`config.mk`:
```
export PLATFORM = sky130hd
export DESIGN_NAME = gpio_port
export DESIGN_NICKNAME = d
export VERILOG_FILES = /design/src/rtl/gpio_pkg.sv /design/src/rtl/gpio_sync.sv /design/src/rtl/gpio_port.sv
export SDC_FILE = /design/constraint.sdc
export NUM_CORES = 1
export LEC_CHECK = 0
export BUFFER_PORTS_ARGS = -buffer_cell sky130_fd_sc_hd__buf_2
export CORE_UTILIZATION = 52
export CTS_CLUSTER_SIZE = 20
export DETAILED_ROUTE_END_ITERATION = 8
export PLACE_DENSITY = 0.77
export SYNTH_ARGS = -nofsm -noshare
export SYNTH_HDL_FRONTEND = slang
export SYNTH_SLANG_ARGS = --single-unit
```
`constraint.sdc`:
```
create_clock -name clk -period 1.9 [get_ports clk]
set_clock_uncertainty 0.1 [all_clocks]
set_input_delay 0.095 -clock clk [delete_from_list [all_inputs] [get_ports clk]]
set_output_delay 0.095 -clock clk [all_outputs]
set_load 0.005 [all_outputs]
```
`src/rtl/gpio_pkg.sv`:
```
// gpio_pkg -- shared definitions for the GPIO port.
//   REG_* : register indices carried in io_addr[REG_IDX_MSB:REG_IDX_LSB]
//   reg_idx() : extracts the register index from an IO address
package gpio_pkg;
   localparam logic [2:0] REG_DATA = 3'd0;
   localparam logic [2:0] REG_DIR  = 3'd1;
   localparam logic [2:0] REG_SET  = 3'd2;
   localparam logic [2:0] REG_CLR  = 3'd3;
   localparam logic [2:0] REG_TGL  = 3'd4;
   localparam logic [2:0] REG_EVT  = 3'd5;
   localparam logic [2:0] REG_MASK = 3'd6;
   localparam logic [2:0] REG_MODE = 3'd7;

   localparam int REG_IDX_MSB = 15;
   localparam int REG_IDX_LSB = 13;

   function automatic logic [2:0] reg_idx(input logic [15:0] addr);
      return addr[REG_IDX_MSB:REG_IDX_LSB];
   endfunction
endpackage

```
`src/rtl/gpio_sync.sv`:
```
// gpio_sync -- per-pin input conditioning and edge detection.
//   Optional feature macro: GPIO_DEBOUNCE_EN (adds a stable-time filter
//   after the synchroniser; otherwise pin_s is the last synchroniser stage).
// Ports:
//   clk, reset      : clock, synchronous active-high reset
//   pin_in          : raw asynchronous pad input
//   rise_en/fall_en : edge enables for this pin
//   pin_s           : synchronised (and optionally debounced) pin value
//   rise/fall       : single-cycle edge pulses, already gated by the enables
module gpio_sync #(
   parameter int SYNC      = 2,
   parameter int DB_CYCLES = 120000
) (
   input  logic clk,
   input  logic reset,
   input  logic pin_in,
   input  logic rise_en,
   input  logic fall_en,
   output logic pin_s,
   output logic rise,
   output logic fall
);
   logic [SYNC-1:0] sync_q;
   logic            pin_d;

   always_ff @(posedge clk) begin
      if (reset) sync_q <= '0;
      else       sync_q <= {sync_q[SYNC-2:0], pin_in};
   end

`ifdef GPIO_DEBOUNCE_EN
   // Counts consecutive cycles the synchronised input disagrees with the
   // accepted value; any return to the accepted value restarts the count.
   localparam int CW = (DB_CYCLES > 2) ? $clog2(DB_CYCLES) : 1;
   logic [CW-1:0] db_cnt;
   logic          db_q;

   always_ff @(posedge clk) begin
      if (reset) begin
         db_cnt <= '0;
         db_q   <= 1'b0;
      end else if (sync_q[SYNC-1] == db_q) begin
         db_cnt <= '0;
      end else if (db_cnt == CW'(DB_CYCLES - 1)) begin
         db_q   <= sync_q[SYNC-1];
         db_cnt <= '0;
      end else begin
         db_cnt <= db_cnt + 1'b1;
      end
   end

   assign pin_s = db_q;
`else
   localparam int unused_db = DB_CYCLES;
   assign pin_s = sync_q[SYNC-1];
`endif

   always_ff @(posedge clk) begin
      if (reset) pin_d <= 1'b0;
      else       pin_d <= pin_s;
   end

   assign rise = pin_s & ~pin_d & rise_en;
   assign fall = ~pin_s & pin_d & fall_en;
endmodule

```
`src/rtl/gpio_port.sv`:
```
// gpio_port -- parametrised GPIO bank on the j1 IO bus.
//   Optional feature macro: GPIO_DEBOUNCE_EN (per-pin debounce in gpio_sync).
// Ports:
//   clk, reset        : clock, synchronous active-high reset
//   io_rd, io_wr      : registered 1-cycle IO strobes
//   io_addr           : [SEL_BIT] selects this bank, [15:13] register index
//   io_wdata          : write data
//   io_din            : read data, 0 when not selected (ORed at top level)
//   pin_in            : raw pad inputs
//   pin_out, pin_oe   : pad output values / output enables (1 = drive)
//   irq               : registered level interrupt, |(EVT & MASK)
module gpio_port
   import gpio_pkg::*;
#(
   parameter int W         = 8,
   parameter int SEL_BIT   = 0,
   parameter int SYNC      = 2,
   parameter int DB_CYCLES = 120000
) (
   input  logic          clk,
   input  logic          reset,
   input  logic          io_rd,
   input  logic          io_wr,
   input  logic [15:0]   io_addr,
   input  logic [15:0]   io_wdata,
   output logic [15:0]   io_din,
   input  logic [W-1:0]  pin_in,
   output logic [W-1:0]  pin_out,
   output logic [W-1:0]  pin_oe,
   output logic          irq
);
   logic [W-1:0] out_q, dir_q, evt_q, mask_q, rise_en, fall_en;
   logic [W-1:0] pin_s, rise, fall, evt_nxt, wd, fall_wd;
   logic [2:0]   ridx;
   logic [15:0]  rd_data;
   logic         sel, we, irq_q;

   // Reads have no side effects, so the read strobe is not needed; not every
   // address/data bit is decoded either.
   logic unused_bits;
   assign unused_bits = ^{io_rd, io_wdata, io_addr};

   assign sel  = io_addr[SEL_BIT];
   assign we   = io_wr & sel;
   assign ridx = reg_idx(io_addr);
   assign wd   = io_wdata[W-1:0];

   // FALL enables live in MODE[15:8] only when the bank fits in 8 bits.
   always_comb begin
      fall_wd = '0;
      for (int i = 0; i < W; i++)
         if (W <= 8) fall_wd[i] = io_wdata[(i + 8) % 16];
   end

   for (genvar g = 0; g < W; g++) begin : g_pin
      gpio_sync #(.SYNC(SYNC), .DB_CYCLES(DB_CYCLES)) u_sync (
         .clk     (clk),
         .reset   (reset),
         .pin_in  (pin_in[g]),
         .rise_en (rise_en[g]),
         .fall_en (fall_en[g]),
         .pin_s   (pin_s[g]),
         .rise    (rise[g]),
         .fall    (fall[g])
      );
   end

   // Clear is applied before set so a new edge beats a same-cycle W1C.
   always_comb begin
      evt_nxt = evt_q;
      if (we && ridx == REG_EVT) evt_nxt = evt_nxt & ~wd;
      evt_nxt = evt_nxt | rise | fall;
   end

   always_ff @(posedge clk) begin
      if (reset) begin
         out_q   <= '0;
         dir_q   <= '0;
         evt_q   <= '0;
         mask_q  <= '0;
         rise_en <= '0;
         fall_en <= '0;
         irq_q   <= 1'b0;
      end else begin
         evt_q <= evt_nxt;
         irq_q <= |(evt_q & mask_q);
         if (we) begin
            case (ridx)
               REG_DATA: out_q   <= wd;
               REG_DIR:  dir_q   <= wd;
               REG_SET:  out_q   <= out_q | wd;
               REG_CLR:  out_q   <= out_q & ~wd;
               REG_TGL:  out_q   <= out_q ^ wd;
               REG_MASK: mask_q  <= wd;
               REG_MODE: begin
                  rise_en <= wd;
                  fall_en <= fall_wd;
               end
               default: ;
            endcase
         end
      end
   end

   always_comb begin
      rd_data = '0;
      case (ridx)
         REG_DATA:                  rd_data = 16'(pin_s);
         REG_DIR:                   rd_data = 16'(dir_q);
         REG_SET, REG_CLR, REG_TGL: rd_data = 16'(out_q);
         REG_EVT:                   rd_data = 16'(evt_q);
         REG_MASK:                  rd_data = 16'(mask_q);
         REG_MODE: begin
            rd_data = 16'(rise_en);
            for (int i = 0; i < W; i++)
               if (W <= 8) rd_data[(i + 8) % 16] = fall_en[i];
         end
         default: rd_data = '0;
      endcase
   end

   assign io_din  = sel ? rd_data : 16'h0;
   assign pin_out = out_q;
   assign pin_oe  = dir_q;
   assign irq     = irq_q;
endmodule

```
## Word-level counts from Yosys, hierarchy flattened

Index checks and enable logic that the tools add are counted.
Widths: inputs -> output; s select.

| storage, ports and cells | value |
|---|---|
| register bits after elaboration | 73 |
| bits of input ports | 44 |
| output and inout port bits | 33 |
| logic and storage cells | 100 |

| cells by class | value |
|---|---|
| equal/unequal tests | 7 |
| multiplexer cells | 4 |
| bitwise gates (word level) | 57 |
| reductions and logical operators | 9 |

Operator list:

| operator | count |
|---|---|
| $pmux 16 s6 | 1 |
| $and 1x1->1 | 33 |
| $pmux 8 s4 | 1 |
| $and 8x8->8 | 3 |
| $or 8x8->8 | 3 |
| $mux 16 | 1 |
| $not 1->1 | 16 |
| $eq 3x3->1 const B | 4 |
| $mux 8 | 1 |
| $not 8->8 | 1 |
| $reduce_and 2->1 | 4 |
| $reduce_or 8->1 | 1 |
| $xor 8x8->8 | 1 |
| $eq 3x2->1 const B | 2 |
| $reduce_bool 4->1 | 1 |
| $eq 3x1->1 const B | 1 |
| $logic_not 3->1 | 1 |
| $reduce_or 3->1 | 1 |
| $logic_and 1x1->1 | 1 |

## Logic depth before layout (Yosys ltp)

| depth | value |
|---|---|
| word-level depth | 5 |
| depth in mapped cells | 7 |
| depth with buffers taken out | 6 |

## Hierarchy

Synthesis repeated with hierarchy kept, for this count alone.

| second synthesis, totals | value |
|---|---|
| cells, all modules | 431 |
| area total of the unflattened synthesis | 3,826.2 um^2 |

By module, submodules not included:

| module | times used | cells each | area each (um^2) | sequential area each (um^2) |
|---|---|---|---|---|
| gpio_port | 1 | 367 | 3,055.4 | 980.9 |
| gpio_sync | 8 | 8 | 96.3 | 60.1 |

## Worst setup path before layout

No wires, ideal clock.

| timing path | value |
|---|---|
| kind | reg2reg |
| start point | register out_q[0] (netlist: pin_out[0]) |
| end point | register out_q[0] (netlist: pin_out[0]) |
| setup time | 0.123 ns |
| arrival | 1.211 ns |
| required time | 1.677 ns |
| slack | 0.465 ns |
| cell stages (with the launch flop) | 6 |
| buffers on the path | 0 |
| clock period less this slack | 1.435 ns |
| cells stage by stage | dfxtp_1 > inv_1 > ha_1 > or3_1 > a21oi_1 > o31ai_1 |

| on the way | value |
|---|---|
| longest elaborated chain between the ends | 2 |
| elaborated cells between the ends (all ways) | 4 |
| classes of those cells | mux: 1; bitwise: 3 |

RTL lines:

| item | line | RTL |
|---|---|---|
| start: declaration | gpio_port.sv:32 | `logic [W-1:0] out_q, dir_q, evt_q, mask_q, rise_en, fall_en;` |
| start signal: assignment | gpio_port.sv:89 | `REG_DATA: out_q <= wd;` |
| start signal: assignment | gpio_port.sv:91 | `REG_SET: out_q <= out_q \| wd;` |
| start signal: assignment | gpio_port.sv:92 | `REG_CLR: out_q <= out_q & ~wd;` |
| $xor 8x8->8, or another cell as far along | gpio_port.sv:93 | `REG_TGL: out_q <= out_q ^ wd;` |
| $pmux 8 s4 (*) | gpio_port.sv:88 | `case (ridx)` |

Mark *: on every way between the ends. The rest lies on a longest branch, timed or not.
A chain may end at the register's enable or synchronous reset.

## Worst setup path in the final report

| timing path | value |
|---|---|
| start point | input port io_addr[13] |
| end point | output port io_din[0] |

| on the way | value |
|---|---|
| longest elaborated chain between the ends | 4 |
| elaborated cells between the ends (all ways) | 11 |
| classes of those cells | eq/ne: 7; mux: 2; reduce/logical: 2 |

RTL lines:

| item | line | RTL |
|---|---|---|
| start: declaration | gpio_port.sv:24 | `input logic [15:0] io_addr,` |
| $eq 3x3->1 or $eq 3x2->1 (tied branches) | gpio_port.sv:107 | `case (ridx)` |
| $reduce_or 3->1 | gpio_port.sv:107 |  |
| $pmux 16 s6 (*) | gpio_port.sv:107 |  |
| $mux 16 (*) | gpio_port.sv:122 | `assign io_din = sel ? rd_data : 16'h0;` |
| end: declaration | gpio_port.sv:26 | `output logic [15:0] io_din,` |

Marked as above.

==> metrics.md <==
| Metric | Value |
|---|---|
| Run status | finished clean |
| Setup TNS Final | 0 ns |
| HP Class | input port to flop |
| Overflow after GRT | 0 |
| Sinks on Clock Net | 73 |
| Total core area | 6460 sq um |
| CP delay by family, top | buffers and inverters |
| Initial DRC Count | 346 |
| CP cell instances | buf_2 > inv_1 > buf_4 > nand3_1 > o21ai_0 > a21oi_1 > buf_2 |
| # IOs | 77 |
| Initial Util | 55.0% |
| Post-synth cell types | 37 |
| Leakage power | 1.83 nW |
| CTS buffer count | 9 |
| Post-Syn Instances | 418 |
| Die width | 84.6 um |
| Synth Net Count | 478 |
| Number of vias per cell | 5.81 |
| Synth Register Bits | 73 |
| Largest stage delay, worst path | 0.28 ns |
| Routability congestion estimate | 0.912 |
| Largest net degree at the start of global routing | 64 |
| First-pass GRT wire length | 16,300 um |
| DR pass1 iterations | 7 |
| Port Buffer Count | 63 |
| Setup Fix Bufs, Post-CTS | 0 |
| Worst setup path startpoint | io_addr[13] |
| Commonest non-fill, non-tap cells in the layout | dfxtp_1, buf_2, nand2_1, nor2b_1, a21oi_1 |
| CP Buf/Inv Count | 4 |
| Peak Freq | 576 MHz |
| Die H | 84.6 um |
| Top cell by count, worst path | buf_2 |
| Met1 Wirelength | 4050 um |
| Setup ws final | 0.164 ns |
| CP Capture Type | output pin |
| Share of layout cells above drive strength 1 | 19.8% |
| CP Data Required Time | 1.70 ns |
| Max Cap Viol | 0 |
| Hold Startpoint | io_addr[14] |
| Number of flops mapped to enable cells by yosys | 0 |
| Initial antenna violation count | 0 |
| Layout Cells excl Fill | 592 |
| Slew Viols, Final | 0 |
| Clock buffer depth | 2 |
| Ys Warns | 0 |
| Met2 wire len | 4790 um |
| R2r worst-path depth | 6 |
| Nets | 570 |
| Routed wire per std cell | 16.6 um |
| PwrDens | 784 nW/um^2 |
| Synth Cell Area | 3550 sq um |
| Fin crit share | 91.3% |
| Cell Rows | 29 |
| FF-to-FF End | pin_out[2] |
| Main combinational cell family by area after synthesis | simple AND/OR/NAND/NOR gates |
| Peak supply drop | 0.688 mV |
| ANT nets after route | 0 |
| RSZ-0062 raised after global routing | no |
| Vias | 3,439 |
| Syn Area/Cell | 8.49 sq um |
| Mux cell area share after synthesis | 6.94% |
| Worst Hold End | pin_out[1] |
| Sequential fraction of the synthesis area | 41.2% |
| Worst setup path class | input port to output pin |
| Top layer in use | met4 |
| Fin crit period | 1.74 ns |
| Adder-Cell Fraction of Synth Area | 5.64% |
| Worst R2R Start | pin_out[2] |
| CTS tree | yes |
| Crit path launch type | input port |
| Dpl ws | 0.181 ns |
| Main flop type after synthesis | dfxtp_1 |
| Hold Path Depth | 3 |
| Critical Path AT | 1.54 ns |
| Final setup viols | 0 |
| Area growth from synthesis to layout | 26.1% |
| Clk root buf | clkbuf_8 |
| DR WL met3 | 754 um |
| Relative slew slack | 46.3% |
| Tightest Pin Transition | 0.802 ns |
| Most common cell after layout, fill and taps aside | dfxtp_1 |
| # DRC | 0 |
| Worst R2R Setup Slack | 0.35 ns |
| Ant diodes | 0 |
| Vias in the first global route | 3,420 |
| Clk_lat worst skew | 0.35 ns |
| CP max FO | 15 |
| Post-layout util | 69.3% |
| Cells after DPL | 550 |
| Total die area | 7160 sq um |
| H-tree lvl count | 3 |
| Routed Wire Length | 9840 um |
| Fraction of synthesized cell area in xor and xnor cells | 0.247% |
| Hpwl dp | 6660 um |
| Hold Violations, Final | 0 |
| Reg clk slew, reported paths | 0.08 ns |
| Simple-gate area share of the yosys netlist | 23.8% |
| Complex-gate fraction of the synthesized area | 17.1% |
| CP max-delay cell | buf_2 |
| Tot GR Track Use | 29.4% |
| Async SR Flop Fraction | 0% |
| WHS | 0.0887 ns |
metrics by stage:
| step | area [sq um] | total power [mW] |
|---|---|---|
| final | 4480 | 3.51 |
| after global routing | 4480 | 3.64 |
| after detailed placement | 3970 | 1.97 |
| after global placement | 3970 | 1.96 |
| after CTS | 4480 | 3.52 |
| after floorplan | 3550 | 1.84 |
what timing repair did:
action,4_1_cts,5_1_grt
gates resized for setup,0,1
endpoints found under the hold margin,39,0
hold buffers,26,0
setup endpoints to repair,0,3
worst min-delay path: cells and delay by family:
family,cells,cell delay [ns]
buffers and inverters,1,0.19
AND/OR/NAND/NOR,1,0.14
AO/OA/AOI/OAI,1,0.07
state kept, by name (all words and copies together), names as in the netlist:
signal / flops
pin_oe: 8
pin_out: 8
g_pin.u_sync.sync_q: 16
irq: 1
fall_en: 8
evt_q: 8
rise_en: 8
g_pin.u_sync.pin_d: 8
mask_q: 8
power by group:
group / switching [mW] / internal, mW / total [mW] / leakage (nW)
Sequential: 0.0296 / 1.57 / 1.60 / 0.593
Clock: 0.614 / 0.915 / 1.53 / 0.127
Combinational: 0.214 / 0.174 / 0.388 / 1.11
Yosys cell counts, types with 3 or more instances:
cell type | number | area, sq um
nand3b_1 | 16 | 120
inv_1 | 19 | 71.3
buf_2 | 7 | 35.0
ha_1 | 16 | 200
clkbuf_1 | 13 | 48.8
a221oi_1 | 6 | 52.6
a31oi_1 | 15 | 93.8
and2_1 | 8 | 50.1
nor2_1 | 28 | 105
mux2i_1 | 21 | 210
a22oi_1 | 4 | 30.0
o21ai_0 | 29 | 145
o221ai_1 | 6 | 52.6
a21oi_1 | 34 | 170
nor2b_1 | 40 | 250
nand2_1 | 48 | 180
nor3b_1 | 7 | 52.6
nand3_1 | 3 | 15.0
dfxtp_1 | 73 | 1460
per-layer routing:
layer	vias to the layer above	track usage, %
li1	1635	-
met1	1612	35.3
met2	163	49.9
met3	29	7.47
met4	0	12.5
met5	-	0
area by class of cell:
cell class	count	area, sq um
fillers	535	1980
clock buffers	10	138
multi-input cells	303	1910
repair buffers	104	688
clock inverters	6	113
inverters	19	71.3
well taps	77	96.3
flip-flops and latches	73	1460
worst max-delay path by stage:
stage	to	cells after the start
final	io_din[0]	7
after global routing	io_din[5]	7
after CTS	io_din[5]	6
after detailed placement	io_din[5]	6
after global placement	io_din[5]	6
after floorplan	pin_out[0]	5
cells by family (layout without fill, tap and decap cells):
group / count (synthesis) / count (layout)
compound gates: 103 / 103
xor+xnor: 1 / 1
fa+ha+maj: 16 / 16
buf+inv: 42 / 139
flops: 73 / 73
mux: 24 / 24
simple gates: 159 / 159
(Power assumes the default switching activity.)
